[src/rtl/dvp_pixel_capture.sv]
// DVP byte-pair capture: assembles 8-bit sensor bytes into RGB565 pixels,
// discards start-up frames, gates capture on frame boundaries and measures
// the incoming image geometry. Everything runs on the sensor pixel clock.
module dvp_pixel_capture #(
  parameter int SKIP_FRAMES = 10,
  parameter bit BYTE_SWAP   = 1'b0,
  parameter int CNT_W       = 12
) (
  input  logic             ov5640_pclk,
  input  logic             rst_n,
  input  logic             ov5640_vsync,
  input  logic             ov5640_href,
  input  logic [7:0]       ov5640_data,
  input  logic             capture_en,
  output logic [15:0]      m_data,
  output logic             m_wr_en,
  output logic             m_sof,
  output logic             m_eol,
  output logic             frame_active,
  output logic [CNT_W-1:0] img_width,
  output logic [CNT_W-1:0] img_height,
  output logic             line_err
);

  typedef enum logic [1:0] {ST_SKIP, ST_IDLE, ST_ACTIVE} state_e;

  localparam int     SKIP_W   = (SKIP_FRAMES < 2) ? 1 : $clog2(SKIP_FRAMES + 1);
  // With no frames to discard the skip state is never entered.
  localparam state_e RESET_ST = (SKIP_FRAMES == 0) ? ST_IDLE : ST_SKIP;

  state_e             state_q, state_d;
  logic [SKIP_W-1:0]  skip_cnt_q, skip_cnt_d;
  logic               vsync_d1_q, href_d1_q;
  logic               phase_q;
  logic [7:0]         first_q;
  logic [15:0]        m_data_q;
  logic               m_wr_en_q, m_sof_q, m_eol_q;
  logic               sof_pend_q;
  logic [CNT_W-1:0]   pix_cnt_q, line_cnt_q;
  logic [CNT_W-1:0]   img_width_q, img_height_q;
  logic               line_err_q;

  logic               vs_rise, hs_fall, pix_fire, active;
  logic [CNT_W-1:0]   line_cnt_hs;

  assign vs_rise  = ov5640_vsync & ~vsync_d1_q;
  assign hs_fall  = ~ov5640_href & href_d1_q;
  assign pix_fire = ov5640_href & phase_q;
  assign active   = (state_q == ST_ACTIVE);

  // Line count including a line ending this cycle, so a line closed on the
  // same edge as vsync rises is included in the latched height.
  assign line_cnt_hs = (hs_fall && (line_cnt_q != '1)) ? line_cnt_q + CNT_W'(1)
                                                       : line_cnt_q;

  // Frame-gating FSM state register; moves only on vsync rising edges.
  always_ff @(posedge ov5640_pclk or negedge rst_n) begin
    if (!rst_n) begin
      state_q    <= RESET_ST;
      skip_cnt_q <= '0;
    end else begin
      // NOTE: sequential state uses non-blocking assignments so every register
      // samples pre-edge values regardless of statement order.
      state_q    <= state_d;
      skip_cnt_q <= skip_cnt_d;
    end
  end

  // Next-state logic: skip start-up frames, then follow capture_en per frame.
  always_comb begin
    // NOTE: defaults first so no path leaves a variable unassigned (no latch).
    state_d    = state_q;
    skip_cnt_d = skip_cnt_q;
    if (vs_rise) begin
      case (state_q)
        ST_SKIP: begin
          skip_cnt_d = skip_cnt_q + SKIP_W'(1);
          if (skip_cnt_d == SKIP_W'(SKIP_FRAMES)) state_d = ST_IDLE;
        end
        ST_IDLE:   if (capture_en)  state_d = ST_ACTIVE;
        ST_ACTIVE: if (!capture_en) state_d = ST_IDLE;
        default:   state_d = RESET_ST;
      endcase
    end
  end

  // Sync edge detectors, byte phase and pixel assembly.
  always_ff @(posedge ov5640_pclk or negedge rst_n) begin
    if (!rst_n) begin
      vsync_d1_q <= 1'b0;
      href_d1_q  <= 1'b0;
      phase_q    <= 1'b0;
      first_q    <= '0;
      m_data_q   <= '0;
    end else begin
      vsync_d1_q <= ov5640_vsync;
      href_d1_q  <= ov5640_href;
      phase_q    <= ov5640_href ? ~phase_q : 1'b0;
      if (ov5640_href && !phase_q) first_q <= ov5640_data;
      if (pix_fire) begin
        if (BYTE_SWAP) m_data_q <= {ov5640_data, first_q};
        else           m_data_q <= {first_q, ov5640_data};
      end
    end
  end

  // Output strobes: pixel valid, start-of-frame and end-of-line markers.
  always_ff @(posedge ov5640_pclk or negedge rst_n) begin
    if (!rst_n) begin
      m_wr_en_q  <= 1'b0;
      m_sof_q    <= 1'b0;
      m_eol_q    <= 1'b0;
      sof_pend_q <= 1'b0;
    end else begin
      m_wr_en_q <= pix_fire & active;
      m_sof_q   <= pix_fire & active & sof_pend_q;
      m_eol_q   <= hs_fall & active;
      if (vs_rise && (state_d == ST_ACTIVE)) sof_pend_q <= 1'b1;
      else if (pix_fire && active)           sof_pend_q <= 1'b0;
    end
  end

  // Geometry measurement and odd-line detection, independent of capture state.
  always_ff @(posedge ov5640_pclk or negedge rst_n) begin
    if (!rst_n) begin
      pix_cnt_q    <= '0;
      line_cnt_q   <= '0;
      img_width_q  <= '0;
      img_height_q <= '0;
      line_err_q   <= 1'b0;
    end else begin
      if (hs_fall) begin
        img_width_q <= pix_cnt_q;
        pix_cnt_q   <= '0;
      end else if (pix_fire && (pix_cnt_q != '1)) begin
        pix_cnt_q <= pix_cnt_q + CNT_W'(1);
      end
      if (vs_rise) begin
        if (line_cnt_hs != '0) img_height_q <= line_cnt_hs;
        line_cnt_q <= '0;
      end else begin
        line_cnt_q <= line_cnt_hs;
      end
      // A line ending mid-pair drops its trailing byte and flags the error.
      if (hs_fall && phase_q) line_err_q <= 1'b1;
    end
  end

  assign m_data       = m_data_q;
  assign m_wr_en      = m_wr_en_q;
  assign m_sof        = m_sof_q;
  assign m_eol        = m_eol_q;
  assign frame_active = active;
  assign img_width    = img_width_q;
  assign img_height   = img_height_q;
  assign line_err     = line_err_q;

endmodule

[config.mk]
export PLATFORM = sky130hd
export DESIGN_NAME = dvp_pixel_capture
export DESIGN_NICKNAME = d
export VERILOG_FILES = /design/src/rtl/dvp_pixel_capture.sv
export SDC_FILE = /design/constraint.sdc
export NUM_CORES = 1
export LEC_CHECK = 0
export CAP_MARGIN = 30
export CORE_MARGIN = 2
export CORE_UTILIZATION = 54
export CTS_CLUSTER_DIAMETER = 100
export DETAILED_ROUTE_END_ITERATION = 8
export GPL_TIMING_DRIVEN = 0
export MAX_ROUTING_LAYER = met4
export PLACE_DENSITY = 0.88
export SLEW_MARGIN = 30
export SYNTH_ARGS = -nofsm -noshare
export SYNTH_HDL_FRONTEND = slang
export SYNTH_SLANG_ARGS = --single-unit
export TNS_END_PERCENT = 10
[constraint.sdc]
create_clock -name ov5640_pclk -period 3.1 [get_ports ov5640_pclk]
set_input_delay 0.31 -clock ov5640_pclk [delete_from_list [all_inputs] [get_ports ov5640_pclk]]
set_output_delay 0.31 -clock ov5640_pclk [all_outputs]
set_load 0.01 [all_outputs]
# ---- Yosys cells after proc, flatten, opt, wreduce, memory -nomap -nowiden
# Index checks and enable logic that the tools add are counted.
dict set report op_classes {
  bitwise_logic 9
  addsub 3
  multipliers 0
  n_eq_ne 6
  n_mux 12
  magnitude_cmp 0
  div_mod_pow 0
  shifts 0
  reduce_logical 13
}
# op count
set ops {}
lappend ops {{12-bit two-way mux} 4}
lappend ops {{12-bit by 1-bit adder with 12-bit output, second input constant} 2}
lappend ops {{12-bit inequality test, second input constant} 2}
lappend ops {{12-bit nonzero test} 1}
lappend ops {{2-bit two-way mux} 4}
lappend ops {{1-bit bitwise AND} 6}
lappend ops {{1-bit logical AND} 6}
lappend ops {{2-bit case mux with 3 select lines} 1}
lappend ops {{4-bit by 1-bit adder with 4-bit output, second input constant} 1}
lappend ops {{2-bit equality test, second input constant} 2}
lappend ops {{4-bit equality test, second input constant} 1}
lappend ops {{2-bit AND reduction} 2}
lappend ops {{2-bit nonzero test} 2}
lappend ops {{1-bit two-way mux} 3}
lappend ops {{1-bit NOT} 3}
lappend ops {{2-bit by 1-bit equality test with 1-bit output, second input constant} 1}
lappend ops {{2-bit zero test} 1}
lappend ops {{1-bit zero test} 1}
dict set report totals {
  inputBits 13
  romBits 0
  word_cells 59
  reg_bits 86
  n_memories 0
  latch_bits 0
  mem_bits_rw 0
}

# ---- Depth between registers and ports, before layout
dict set report logic_depth {
  depth_word 8
  ltp_mapped 7
  depth_no_buf 7
}

# ---- Least setup slack after synthesis
# No wires, ideal clock.
dict set report synth_timing {
  kind {register to register}
  from {register line_cnt_q[0]}
  to {register img_height_q[5], in the netlist img_height[5]}
  path_stages_with_launch 8
  n_path_buf 0
  arrival_ps 2092
  slack_ps 929
  required_time_ps 3022
  period_less_slack_ps 2171
  path_cell_list {dfrtp_1 > ha_1 > nand4_4 > nor3_1 > mux2i_1 > nand4_4 > o31ai_4 > o2bb2ai_1}
}
dict set report synth_between {
  elab_chain_len 5
}
# element line_no
set synth_lines {}
lappend synth_lines {{from (decl)} 39} ;# logic [CNT_W-1:0] pix_cnt_q, line_cnt_q;
lappend synth_lines {{from (signal assigned)} 142} ;# line_cnt_q <= line_cnt_hs;
lappend synth_lines {{branches (longest 2 deep; another with 12-bit by 1-bit adder with 12-bit output)} -}
lappend synth_lines {{12-bit two-way mux *} 53} ;# assign line_cnt_hs = (hs_fall && (line_cnt_q != '1)) ? line_cnt_q + CNT_W'(1)
lappend synth_lines {{12-bit nonzero test} 139} ;# if (line_cnt_hs != '0) img_height_q <= line_cnt_hs;
lappend synth_lines {{2-bit AND reduction (no line)} -}
lappend synth_lines {{to (signal assigned)} 139}
lappend synth_lines {{to (decl)} 40} ;# logic [CNT_W-1:0] img_width_q, img_height_q;
# Mark *: on every way between the ends.
# A chain may end at the register's enable or synchronous reset.

# ---- Final worst setup path
dict set report layout_timing {
  from {register line_cnt_q[0]}
  to {register img_height_q[1], in the netlist img_height[1]}
}
# Same word-level chain as after synthesis.

==> impl_metrics.ini <==
[cts]
root_buffer = clkbuf_8
htree_levels = 3
clkTransAtPathRegs_ns = 0.09
cts_buffers = 9
clk_latency_ns = 0.36
cts_buffer_depth = 2
tritoncts = built
clock-sinks = 86

[placed_design]
place_area_um2 = 4640
gp_congestion = 0.860
post-place-ws_ns = 0.336
dpl.cell_count = 515
hpwl_mm = 5.73
io_buffers = 57

[floorplan]
io_pins = 58
die_h_um = 89.1
die_w_um = 89.1
rows = 31
dieArea_um2 = 7940
core_um2 = 7140
initial_core_util_pct = 54.8

[timing]
max_freq_mhz = 388
fin_crit_sh_pct = 83.1
setup_ws_ns = 0.523
period_needed_ns = 2.58
rsz0062_at_grt = no
final-setup-viol-count = 0
hold_violations = 0
clock_skew_ns = 0.0105
worstMarginPinSlew_ns = 0.687
slew_headroom_pct = 53.8
slew_violations = 0

[grt]
track_usage_pct = 22.8
grt_remaining_overflow = 0
antenna_found_initial = 0
grt_pass1_vias = 2806
grt_start_max_net_pins = 76
grt_pass1_wl_mm = 13.4

[synthesis]
yosys.area_share.simple_pct = 20.3
synth_top_family_by_area = simple AND/OR/NAND/NOR gates
syn-cell-area_um2 = 3910
synth_flop_cell = dfrtp_1
synth-xor-area-share_pct = 3.58
seq_area_frac_synth_pct = 55.0
synth_compound_area_share_pct = 9.08
ys_async_sr_fraction_pct = 100
ys_ff_latch = 86
synthAdderAreaFrac_pct = 1.28
synth_area_per_cell_um2 = 10.9
synthDistinctLibCells = 47
synth_mux_area_share_pct = 8.57
yosys_warnings = 0
synth-edff-count = 0
syn_inst = 358
syn_nets = 375

[route]
ant_nets = 0
post-route-drc-count = 0
wl_per_cell_um = 15.4
first_iter_violations = 258
drtPass1Iterations = 5
via_per_inst = 5.54
vias = 2948
wirelength_mm = 8.22

[setup_path]
slowest_stage = dfrtp_1
cp_common_cell = nand4_4
cp.arrival_ns = 2.85
cp-end-kind = register
required_ns = 3.38
worstPathCellList = ha_1 > nand4_4 > nor3_1 > mux2i_1 > nand4_4 > o31ai_4 > o2bb2ai_1
slowest_delay_ns = 0.43
critPathKind = reg2reg
crit_path_start_kind = register
crit_path_max_fanout = 7

[layout]
finish.instance_area_um2 = 4890
layout_common_cells = dfrtp_1, nand2_1, clkdlybuf4s50_1, nor2_1, mux2_2
final_common_cell = dfrtp_1
syn_to_final_growth_pct = 25.1
fillCellCount = 531
nNetsFinal = 445
finalNonFillerCells = 532
regArea_um2 = 2150
n_antenna_cell = 0
drive_gt1_share_pct = 13.2
multi_input_area_um2 = 1670

[pwr]
peakVddDrop_v = 0.000377
pwr_density_cell_nw_per_um2 = 615
fin_total_pwr_uw = 3010
leakagePower_uw = 0.00215

[worst_hold_path]
holdCritPathClass = in2async

[job]
max_cap_viol_count = 0

[status]
status = finished, final reports clean
==> worst paths after layout <==
path                                  to          start  cells past startpoint  slack [ns]
max                        img_height[1]  line_cnt_q[0]                      7        0.52
min                            m_data[1]          rst_n                      2        0.32
max reg2reg                img_height[1]  line_cnt_q[0]                      7        0.52
min reg2reg                     line_err       line_err                      1        0.48
max in group asynchronous  img_height[4]          rst_n                      3        2.22
min in group ov5640_pclk      vsync_d1_q   ov5640_vsync                      1        0.45
==> critical path: cells and delay by family (launching register included) <==
kind	cells	cell delay [ns]
adders and majority gates	1	0.33
AOI/OAI and AO/OA	2	0.59
DFF	1	0.43
muxes	1	0.38
and+or+nand+nor	3	0.76
==> area by class of cell <==
class | instances | share of cell area (%)
Clock buffer | 11 | 2.89
Timing Repair Buffer | 59 | 12.5
Tap cell | 99 | 2.53
Multi-Input combinational cell | 250 | 34.2
Buffer | 14 | 1.15
Inverter | 8 | 0.614
Sequential cell | 86 | 44.0
Clock inverter | 5 | 2.17
==> cells in the mapped netlist (7+ instances only) <==
cell type | number | area share (%)
clkbuf_1 | 9 | 0.86
nand4_1 | 8 | 1.3
mux2_2 | 24 | 6.9
nand2_1 | 60 | 5.8
nand3_1 | 11 | 1.4
o2bb2ai_1 | 7 | 1.6
inv_1 | 8 | 0.77
nor2_1 | 31 | 3.0
xor2_1 | 8 | 1.8
o21ai_0 | 14 | 1.8
xnor2_1 | 8 | 1.8
dfrtp_1 | 86 | 55
==> stage by stage <==
stage	setup TNS, ns	utilization, %	hold slack, ns
finish	0	68.6	0.318
global route	0	68.6	0.308
CTS	0	68.6	0.309
detailed placement	0	65.0	0.133
global placement	-100.12	64.6	0.450
floorplan	0	-	0.0144
==> where the power goes <==
group	leakage [uW]	internal, uW	switching (uW)	total, uW
Sequential	0.00111	1280	128	1410
Combinational	0.000926	350	294	644
Clock	0.000120	559	401	960
Total	0.00215	2190	824	3010
==> sequential cells by signal (all words and copies together), names as in the netlist <==
signal	cells
skip_cnt_q	4
pix_cnt_q	12
vsync_d1_q	1
state_q	2
m_wr_en	1
img_width	12
m_data	16
line_err	1
phase_q	1
m_sof	1
m_eol	1
href_d1_q	1
img_height	12
first_q	8
sof_pend_q	1
line_cnt_q	12
==> metal layers <==
layer	GRT usage, %	up-vias	wire length [um]
li1	-	1388	-
met1	28.8	1456	3520
met2	36.4	89	4170
met3	4.89	15	379
met4	8.28	0	148
met5	-	-	0
==> logic make-up (layout without fill, tap and decap cells) <==
| family | count (synthesis) | after routing |
|---|---|---|
| buf+inv | 22 | 97 |
| simple gates | 152 | 152 |
| xor+xnor | 16 | 16 |
| mux | 30 | 30 |
| fa+ha+maj | 4 | 4 |
| flops | 86 | 86 |
| compound gates | 48 | 48 |
==> repair_timing <==
item | CTS | global route
resized for setup | 0 | 0
buffers inserted | 0 | 0
endpoints found under the setup margin | 0 | 0
hold buffers | 1 | 0
hold endpoints to repair | 11 | 0
Power figures use the tool's default switching activity.
